**config.mk**
```make
export PLATFORM = sky130hd
export DESIGN_NAME = hilo_muldiv_unit
export DESIGN_NICKNAME = d
export VERILOG_FILES = /design/src/rtl/hilo_pkg.sv /design/src/rtl/div_iter.sv /design/src/rtl/hilo_muldiv_unit.sv
export SDC_FILE = /design/constraint.sdc
export NUM_CORES = 2
export LEC_CHECK = 0
export BUFFER_PORTS_ARGS = -buffer_cell sky130_fd_sc_hd__buf_2
export CORE_ASPECT_RATIO = 1.75
export CORE_MARGIN = 2
export CORE_UTILIZATION = 54
export CTS_CLUSTER_DIAMETER = 30
export DETAILED_ROUTE_END_ITERATION = 10
export HOLD_SLACK_MARGIN = 0.08
export PLACE_DENSITY = 0.7
export SYNTH_ARGS = -nofsm -noshare
export SYNTH_HDL_FRONTEND = slang
export SYNTH_SLANG_ARGS = --single-unit
```
**constraint.sdc**
```tcl
create_clock -name clk -period 19.1 [get_ports clk]
set_input_delay 1.91 -clock clk [delete_from_list [all_inputs] [get_ports clk]]
set_output_delay 1.91 -clock clk [all_outputs]
set_load 0.05 [all_outputs]
```
**src/rtl/hilo_pkg.sv**
```systemverilog
// Shared definitions for the HI/LO multiply/divide unit: data width,
// divide iteration count, FSM state encoding and the sign-fixup helper.
package hilo_pkg;

    localparam int DATA_W        = 32;
    localparam int HILO_DIV_BITS = 32;

    localparam logic [1:0] ST_IDLE = 2'd0;
    localparam logic [1:0] ST_MUL  = 2'd1;
    localparam logic [1:0] ST_DIV  = 2'd2;
    localparam logic [1:0] ST_DONE = 2'd3;

    // Two's-complement negate a magnitude when the result must be negative.
    function automatic logic [DATA_W-1:0] sign_fix(input logic [DATA_W-1:0] mag,
                                                   input logic              neg);
        return neg ? (~mag + 1'b1) : mag;
    endfunction

endpackage

```
**src/rtl/div_iter.sv**
```systemverilog
// Radix-2 restoring divider core, unsigned only. Loaded by start, then one
// quotient bit per cycle for DIV_BITS cycles. quotient/remainder present the
// result of the step being taken this cycle, so the value seen while last=1
// is the final answer and can be captured on that edge.
module div_iter
    import hilo_pkg::*;
#(
    parameter int DIV_BITS = HILO_DIV_BITS
) (
    input  logic              clk,
    input  logic              resetn,
    input  logic              start,
    input  logic              abort,
    input  logic [DATA_W-1:0] dividend,
    input  logic [DATA_W-1:0] divisor,
    output logic              last,
    output logic [DATA_W-1:0] quotient,
    output logic [DATA_W-1:0] remainder
);

    localparam int CNT_W = $clog2(DIV_BITS);

    logic                busy_q;
    logic [CNT_W-1:0]    cnt_q;
    logic [DATA_W-1:0]   quo_q;
    logic [DATA_W-1:0]   rem_q;
    logic [DATA_W-1:0]   dvs_q;
    logic [DATA_W:0]     rem_sh;
    logic [DATA_W:0]     diff;
    logic [DATA_W-1:0]   quo_nx;
    logic [DATA_W-1:0]   rem_nx;

    // One restoring step: shift in the next dividend bit, try a subtract,
    // keep it only if it did not borrow.
    always_comb begin
        rem_sh = {rem_q, quo_q[DATA_W-1]};
        diff   = rem_sh - {1'b0, dvs_q};
        rem_nx = diff[DATA_W] ? rem_sh[DATA_W-1:0] : diff[DATA_W-1:0];
        quo_nx = {quo_q[DATA_W-2:0], ~diff[DATA_W]};
    end

    assign last      = busy_q & (cnt_q == CNT_W'(DIV_BITS - 1));
    assign quotient  = quo_nx;
    assign remainder = rem_nx;

    // Iteration state: load on start, step while busy, drop busy after the last step.
    always_ff @(posedge clk or negedge resetn) begin
        if (!resetn) begin
            busy_q <= 1'b0;
            cnt_q  <= '0;
            quo_q  <= '0;
            rem_q  <= '0;
            dvs_q  <= '0;
        end else if (start) begin
            busy_q <= 1'b1;
            cnt_q  <= '0;
            quo_q  <= dividend;
            rem_q  <= '0;
            dvs_q  <= divisor;
        end else if (abort) begin
            busy_q <= 1'b0;
        end else if (busy_q) begin
            quo_q <= quo_nx;
            rem_q <= rem_nx;
            cnt_q <= cnt_q + 1'b1;
            if (last) begin
                busy_q <= 1'b0;
            end
        end
    end

endmodule

```
**src/rtl/hilo_muldiv_unit.sv**
```systemverilog
// Execute-stage HI/LO unit: owns HI/LO, runs a multi-cycle multiply and an
// iterative divide, services mthi/mtlo, and stalls EX while an op is busy.
module hilo_muldiv_unit
    import hilo_pkg::*;
#(
    parameter int MUL_STAGES = 1,
    parameter int DIV_BITS   = HILO_DIV_BITS
) (
    input  logic              clk,
    input  logic              resetn,
    input  logic              req_valid,
    input  logic              is_mult,
    input  logic              is_multu,
    input  logic              is_div,
    input  logic              is_divu,
    input  logic              hi_wen,
    input  logic              lo_wen,
    input  logic [DATA_W-1:0] rs_data,
    input  logic [DATA_W-1:0] rt_data,
    input  logic              flush,
    output logic              stall,
    output logic [DATA_W-1:0] hi,
    output logic [DATA_W-1:0] lo
);

    localparam int MCNT_W = 2;

    logic [1:0]               state_q;
    logic [MCNT_W-1:0]        mul_cnt_q;
    logic                     fire;
    logic                     is_mul_op;
    logic                     is_div_op;
    logic                     mul_last;
    logic [DATA_W-1:0]        abs_a;
    logic [DATA_W-1:0]        abs_b;
    logic [DATA_W-1:0]        op_a_p0;
    logic [DATA_W-1:0]        op_b_p0;
    logic                     mul_sgn_p0;
    logic                     neg_q_p0;
    logic                     neg_r_p0;
    logic signed [2*DATA_W-1:0] mul_a_ext;
    logic signed [2*DATA_W-1:0] mul_b_ext;
    logic signed [2*DATA_W-1:0] product;
    logic                     div_start;
    logic                     div_abort;
    logic                     div_last;
    logic [DATA_W-1:0]        div_quo;
    logic [DATA_W-1:0]        div_rem;

    assign is_mul_op = is_mult | is_multu;
    assign is_div_op = is_div | is_divu;
    assign fire      = req_valid & ~flush & (state_q == ST_IDLE);
    assign stall     = req_valid & ~flush &
                       (((state_q == ST_IDLE) & (is_mul_op | is_div_op)) |
                        (state_q == ST_MUL) | (state_q == ST_DIV));
    assign mul_last  = (mul_cnt_q == MCNT_W'(MUL_STAGES - 1));

    // Divider works on magnitudes; signed ops strip the sign here and restore it at write-back.
    always_comb begin
        abs_a = (is_div & rs_data[DATA_W-1]) ? (~rs_data + 1'b1) : rs_data;
        abs_b = (is_div & rt_data[DATA_W-1]) ? (~rt_data + 1'b1) : rt_data;
    end

    // Sign- or zero-extend the latched operands to 64 bits; the low 64 bits of
    // the product are then correct for both signed and unsigned multiply.
    always_comb begin
        mul_a_ext = mul_sgn_p0 ? {{DATA_W{op_a_p0[DATA_W-1]}}, op_a_p0} : {{DATA_W{1'b0}}, op_a_p0};
        mul_b_ext = mul_sgn_p0 ? {{DATA_W{op_b_p0[DATA_W-1]}}, op_b_p0} : {{DATA_W{1'b0}}, op_b_p0};
        product   = mul_a_ext * mul_b_ext;
    end

    assign div_start = fire & is_div_op;
    assign div_abort = flush & (state_q == ST_DIV);

    div_iter #(
        .DIV_BITS (DIV_BITS)
    ) u_div_iter (
        .clk       (clk),
        .resetn    (resetn),
        .start     (div_start),
        .abort     (div_abort),
        .dividend  (abs_a),
        .divisor   (abs_b),
        .last      (div_last),
        .quotient  (div_quo),
        .remainder (div_rem)
    );

    // ---- stage p0: operand / sign capture at issue ----
    // Operand latches are pure data and carry no reset.
    always_ff @(posedge clk) begin
        if (fire & is_mul_op) begin
            op_a_p0    <= rs_data;
            op_b_p0    <= rt_data;
            mul_sgn_p0 <= is_mult;
        end
        if (fire & is_div_op) begin
            neg_q_p0 <= is_div & (rs_data[DATA_W-1] ^ rt_data[DATA_W-1]);
            neg_r_p0 <= is_div & rs_data[DATA_W-1];
        end
    end

    // Control FSM plus HI/LO write-back (mthi/mtlo, product, quotient/remainder).
    always_ff @(posedge clk or negedge resetn) begin
        if (!resetn) begin
            state_q   <= ST_IDLE;
            mul_cnt_q <= '0;
            hi        <= '0;
            lo        <= '0;
        end else begin
            case (state_q)
                ST_IDLE: begin
                    if (fire) begin
                        if (is_mul_op) begin
                            mul_cnt_q <= '0;
                            state_q   <= ST_MUL;
                        end else if (is_div_op) begin
                            state_q   <= ST_DIV;
                        end
                        if (hi_wen) begin
                            hi <= rs_data;
                        end
                        if (lo_wen) begin
                            lo <= rs_data;
                        end
                    end
                end
                ST_MUL: begin
                    if (flush) begin
                        state_q <= ST_IDLE;
                    end else if (mul_last) begin
                        hi      <= product[2*DATA_W-1:DATA_W];
                        lo      <= product[DATA_W-1:0];
                        state_q <= ST_DONE;
                    end else begin
                        mul_cnt_q <= mul_cnt_q + 1'b1;
                    end
                end
                ST_DIV: begin
                    if (flush) begin
                        state_q <= ST_IDLE;
                    end else if (div_last) begin
                        hi      <= sign_fix(div_rem, neg_r_p0);
                        lo      <= sign_fix(div_quo, neg_q_p0);
                        state_q <= ST_DONE;
                    end
                end
                default: begin
                    state_q <= ST_IDLE;
                end
            endcase
        end
    end

endmodule

```
# == Word level (Yosys, flattened, before mapping) ==
# Cells that the tools add are included.
# Widths: inputs -> output; s select.
# word_totals
register_bits,237
input_bits,74
out_inout_bits,65
elab_cells,118
# classes
n_addsub,7
mul,1
eq_ne,16
n_mux,47
n_bitwise,23
n_reduce_logical,10
# ops
op,count
$mux 32,23
$pmux 32 s3,2
$add 32x1->32 const B,4
$mux 64,2
$not 32->32,4
$mul 64x64->64,1
$sub 33x32->33,1
$mux 2,11
$ne 2x2->1 const B,10
$mux 5,3
$reduce_and 7->1,2
$and 1x1->1,11
$ne 3x3->1 const B,3
$pmux 2 s3,1
$add 5x1->5 const B,1
$eq 5x5->1 const B,1
$or 1x1->1,5
$reduce_and 5->1,1
$logic_not 2->1,2
$mux 1,4
$pmux 2 s2,1
$reduce_and 4->1,1
$reduce_bool 2->1,2
$reduce_bool 3->1,1
other kinds (6),7

# == Logic depth before layout (Yosys ltp) ==
# logic_depth
word_depth,8
mapped_depth,37

# == Modules after synthesis ==
# From an unflattened synthesis, not the netlist that was laid out.
# hier_totals
cells_unflattened,6860
hier_area_um2,63696.1
# by_module_without_submodules
mod,instances,cells_per_inst,area_each_um2,seq_area_each_um2
hilo_muldiv_unit,1,6022,56828.3,3713.6
div_iter,1,838,6867.8,2552.4

# == Least setup slack after synthesis ==
# Ideal clock, no wire load.
# synth_path
path_kind,reg2reg
from,register mul_sgn_p0
to,register hi[29]
setup_time_ns,0.142
arrival_time_ns,9.318
required_time_ns,18.958
setup_slack_ns,9.640
stages_incl_launch_ff,34
period_less_slack_ns,9.460
cell_sequence,edfxtp_1 clkbuf_1 and2_1 clkbuf_1 clkbuf_1 nand2_1 fa_1 inv_1 fa_1 fa_1 inv_1 fa_1 inv_1 fa_1 fa_1 fa_1 fa_1 fa_1 inv_1 fa_1 inv_1 ha_1 and3_1 nand3_1 nor3_1 o2111ai_1 a21oi_1 a41oi_1 nor2_1 o21ai_0 nor2b_1 xnor2_1 a221oi_1 a211oi_1
# synth_between
elab_chain_cells,5
elab_cells_between_ends,6
# synth_rtl
item,line,source
from (decl),hilo_muldiv_unit.sv:38,logic mul_sgn_p0;
from (signal assigned),hilo_muldiv_unit.sv:95,mul_sgn_p0 <= is_mult;
$mux 64 (on tied branches),"hilo_muldiv_unit.sv:67, hilo_muldiv_unit.sv:68",
$mul 64x64->64 (*),hilo_muldiv_unit.sv:69,product = mul_a_ext * mul_b_ext;
$mux 32 (*),hilo_muldiv_unit.sv:131,end else if (mul_last) begin
$mux 32 (*),hilo_muldiv_unit.sv:129,if (flush) begin
$pmux 32 s3 (*),hilo_muldiv_unit.sv:111,case (state_q)
to (signal assigned),hilo_muldiv_unit.sv:121,hi <= rs_data;
to (signal assigned),hilo_muldiv_unit.sv:132,hi <= product[2*DATA_W-1:DATA_W];
to (signal assigned),hilo_muldiv_unit.sv:143,"hi <= sign_fix(div_rem, neg_r_p0);"
to (decl),hilo_muldiv_unit.sv:22,"output logic [DATA_W-1:0] hi,"
# Every way passes the cells marked *; elsewhere a longest branch is shown, timed or not. The select of a mux whose other input is x is not followed.
# A chain may end at the register's enable or synchronous reset.

# == Final worst setup path ==
# Same ends and word-level chain as after synthesis.

==> impl_metrics.toml <==
[route]
wirelength_um = 197400
drtAntennaViolNets = 0
dr.pass1.iters = 7
wire_per_inst_um = 23.72
drtIter0Drc = 3282
dr_total_vias = 48430
vias_per_cell = 5.821
remaining_drc_errors = 0

[clock_tree]
numCtsBuffers = 39
cts-htree-levels = 2
clk_pin_slew_worst_paths_ns = 0.05
cts_setup_buffers = 0
cts_tree = "built"
cts.repair.resized = 0
insertion_delay_ns = 0.58
hold_buffers = 0
root_buffer = "clkbuf_16"
clock_path_buffers = 3
clkSinkCount = 237

[layout]
nNetsFinal = 8659
areaGrowthSynthToFinish_pct = 5.239
drive_above_1_share_pct = 4.910

[synth]
syn_area_um2 = 63330
synth_cell_type_count = 82
synth_warnings = 0
synth_top_area_share_pct = 44.95
avgSynthCellArea_um2 = 9.264
seq_area_frac_synth_pct = 9.894
netlist_instances = 6836
ys_ff_latch = 237
ys_top_cells_by_area = "fa_1, inv_1, ha_1"
ys_async_sr_fraction_pct = 71.73
synth_ff_type = "dfrtp_1"
synth-edff-count = 67
synth_nets = 8724
synth_top_area_cell = "fa_1"

[die]
die_x_um = 262.9
die-area_um2 = 120100
core_um2 = 116700
fp-row-count = 166
fp.dieH_um = 457.0
ios = 139
start_util_pct = 54.26

[critical_path]
crit_type = "reg -> reg"
arrival_ns = 11.16
cp_max_fo = 23
cp-start-kind = "flip-flop"
worstPathRequired_ns = 19.54
crit_path_max_incr_delay_ns = 0.88
critPathSlowestCell = "fa_1"
crit_top_cell = "fa_1"
end_kind = "flip-flop"

[global_routing]
gr-usage-met3_pct = 5.096
grt_pass1_wl_um = 306000
antenna_found_initial = 13
grt_overflow = 0
global_route.usage.total_pct = 33.94
grt_pass1_vias = 53640
grt_util_met1_pct = 34.63
globalRoute.busiestLayer = "met2"
grt_max_degree = 102
use_met2_pct = 60.63

[sta]
period_share_pct = 56.09
drv_slew = 0
period_needed_ns = 10.71
finClkSkew_ns = 0.03652
tightestPinTransition_ns = 1.187
maxSlewHeadroom_pct = 20.85
setup_viol = 0
finalHoldViolCount = 0
fin_setup_tns_ns = 0
fmax_mhz = 93.34
rsz0062_at_grt = "no"

[outcome]
status = "complete, no violations"

[placed_design]
io_buffer_count = 138
hpwl_um = 159800
globalplace.congestion = 0.9693

[min_path]
hold_path_class = "reg -> reg"

[flow_run]
cap_violations = 0
## path summary, 6_finish.rpt
kind / endpoint / start / depth (start not counted) / slack (ns)
worst max-delay path: hi[29]$_DFFE_PN0P_ / mul_sgn_p0$_DFFE_PP_ / 34 / 8.39
worst min-delay path: hi[0]$_DFFE_PN0P_ / hi[0]$_DFFE_PN0P_ / 2 / 0.48
worst max register to register: hi[29]$_DFFE_PN0P_ / mul_sgn_p0$_DFFE_PP_ / 34 / 8.39
worst min register to register: hi[0]$_DFFE_PN0P_ / hi[0]$_DFFE_PN0P_ / 2 / 0.48
max in group asynchronous: u_div_iter.rem_q[27]$_DFFE_PN0P_ / resetn / 2 / 16.07
min in group asynchronous: u_div_iter.rem_q[5]$_DFFE_PN0P_ / resetn / 1 / 1.45
## metal layers
| metal | share of wire, % | vias up |
|---|---|---|
| li1 | - | 20460 |
| met1 | 31 | 24930 |
| met2 | 52 | 2128 |
| met3 | 6.7 | 909 |
| met4 | 11 | 4 |
| met5 | 0.0086 | - |
## cells in the final DEF (no fill, tap or decap), drive strengths merged, types with 9 or more instances in the layout
cell	instances
fa	1422
o21a	19
ha	392
nor3	41
a21o	55
a221oi	43
a21boi	9
nand2	736
edfxtp	67
a31oi	47
o211ai	12
nor4	23
inv	1588
or3	16
o41ai	12
dfrtp	170
clkbuf	43
a211o	12
o31ai	67
or4	10
nand2b	24
xor2	83
o21ai	157
xnor2	176
nand3	32
and2	630
nor2b	19
a21oi	155
nand4	10
and3	44
buf	227
clkinv	12
mux2i	21
a211oi	49
nor2	252
## Yosys cell counts (all sizes together), types with 16 or more instances
library cell	n
a31oi	47
a21oi	155
o21a	19
nand2	736
nor3	41
nor2b	19
and3	44
clkbuf	303
a21o	55
xor2	83
fa	1422
inv	1581
edfxtp	67
nor2	252
o31ai	67
nand2b	24
nand3	32
a211oi	49
xnor2	176
a221oi	43
nor4	23
dfrtp	170
and2	630
o21ai	157
buf	30
ha	392
or3	16
mux2i	21
## critical path, delay by kind of cell (launching register included)
kind / cells / cell delay [ns]
AOI/OAI and AO/OA: 6 / 1.32
xor gates and xnor gates: 1 / 0.13
adders and majority gates: 11 / 6.14
buffers and inverters: 9 / 1.21
DFF: 1 / 0.35
and+or+nand+nor: 7 / 1.44
## flip-flops by register name, indices dropped and copies added (netlist names)
| register | flops |
|---|---|
| u_div_iter.rem_q | 32 |
| neg_q_p0 | 1 |
| u_div_iter.cnt_q | 5 |
| u_div_iter.dvs_q | 32 |
| u_div_iter.busy_q | 1 |
| neg_r_p0 | 1 |
| mul_cnt_q | 2 |
| op_a_p0 | 32 |
| lo | 32 |
| hi | 32 |
| mul_sgn_p0 | 1 |
| op_b_p0 | 32 |
| u_div_iter.quo_q | 32 |
| state_q | 2 |
## per-stage QoR
step           cells  instance area, um2  hold WS [ns]  setup slack (ns)  utilization [%]
3_3_place_gp    8242               65330        0.4599             8.587            55.97
4_1_cts         8314               66640        0.4774             8.347            57.09
5_1_grt         8314               66640        0.4970             7.768            57.09
6_report        8320               66650        0.4769             8.387            57.10
2_1_floorplan   6836               63330        0.4498             9.640                -
3_5_place_dp    8242               65330        0.4652             8.395            55.97
## cell families after synthesis
family                   after synthesis  synth area share [%]
AND/OR/NAND/NOR                     1873                 14.57
XOR/XNOR                             259                 3.582
AO/OA/AOI/OAI                        714                 7.446
adder cells (fa/ha/maj)             1817                 52.74
buffers and inverters               1914                 11.40
multiplexers                          22                0.3694
flip-flops                           237                 9.894
## cell type report
type / count / area, um2
well taps: 1512 / 1892
multi-input cells: 4685 / 49870
fillers: 10460 / 50080
repair buffers: 227 / 1365
diodes: 6 / 15.01
flip-flops and latches: 237 / 6266
clock buffers: 43 / 991.0
clock inverters: 29 / 315.3
inverters: 1581 / 5934
Power is not shown: default switching activity piles up to over one toggle a cycle in this logic, so the estimate is an artifact.
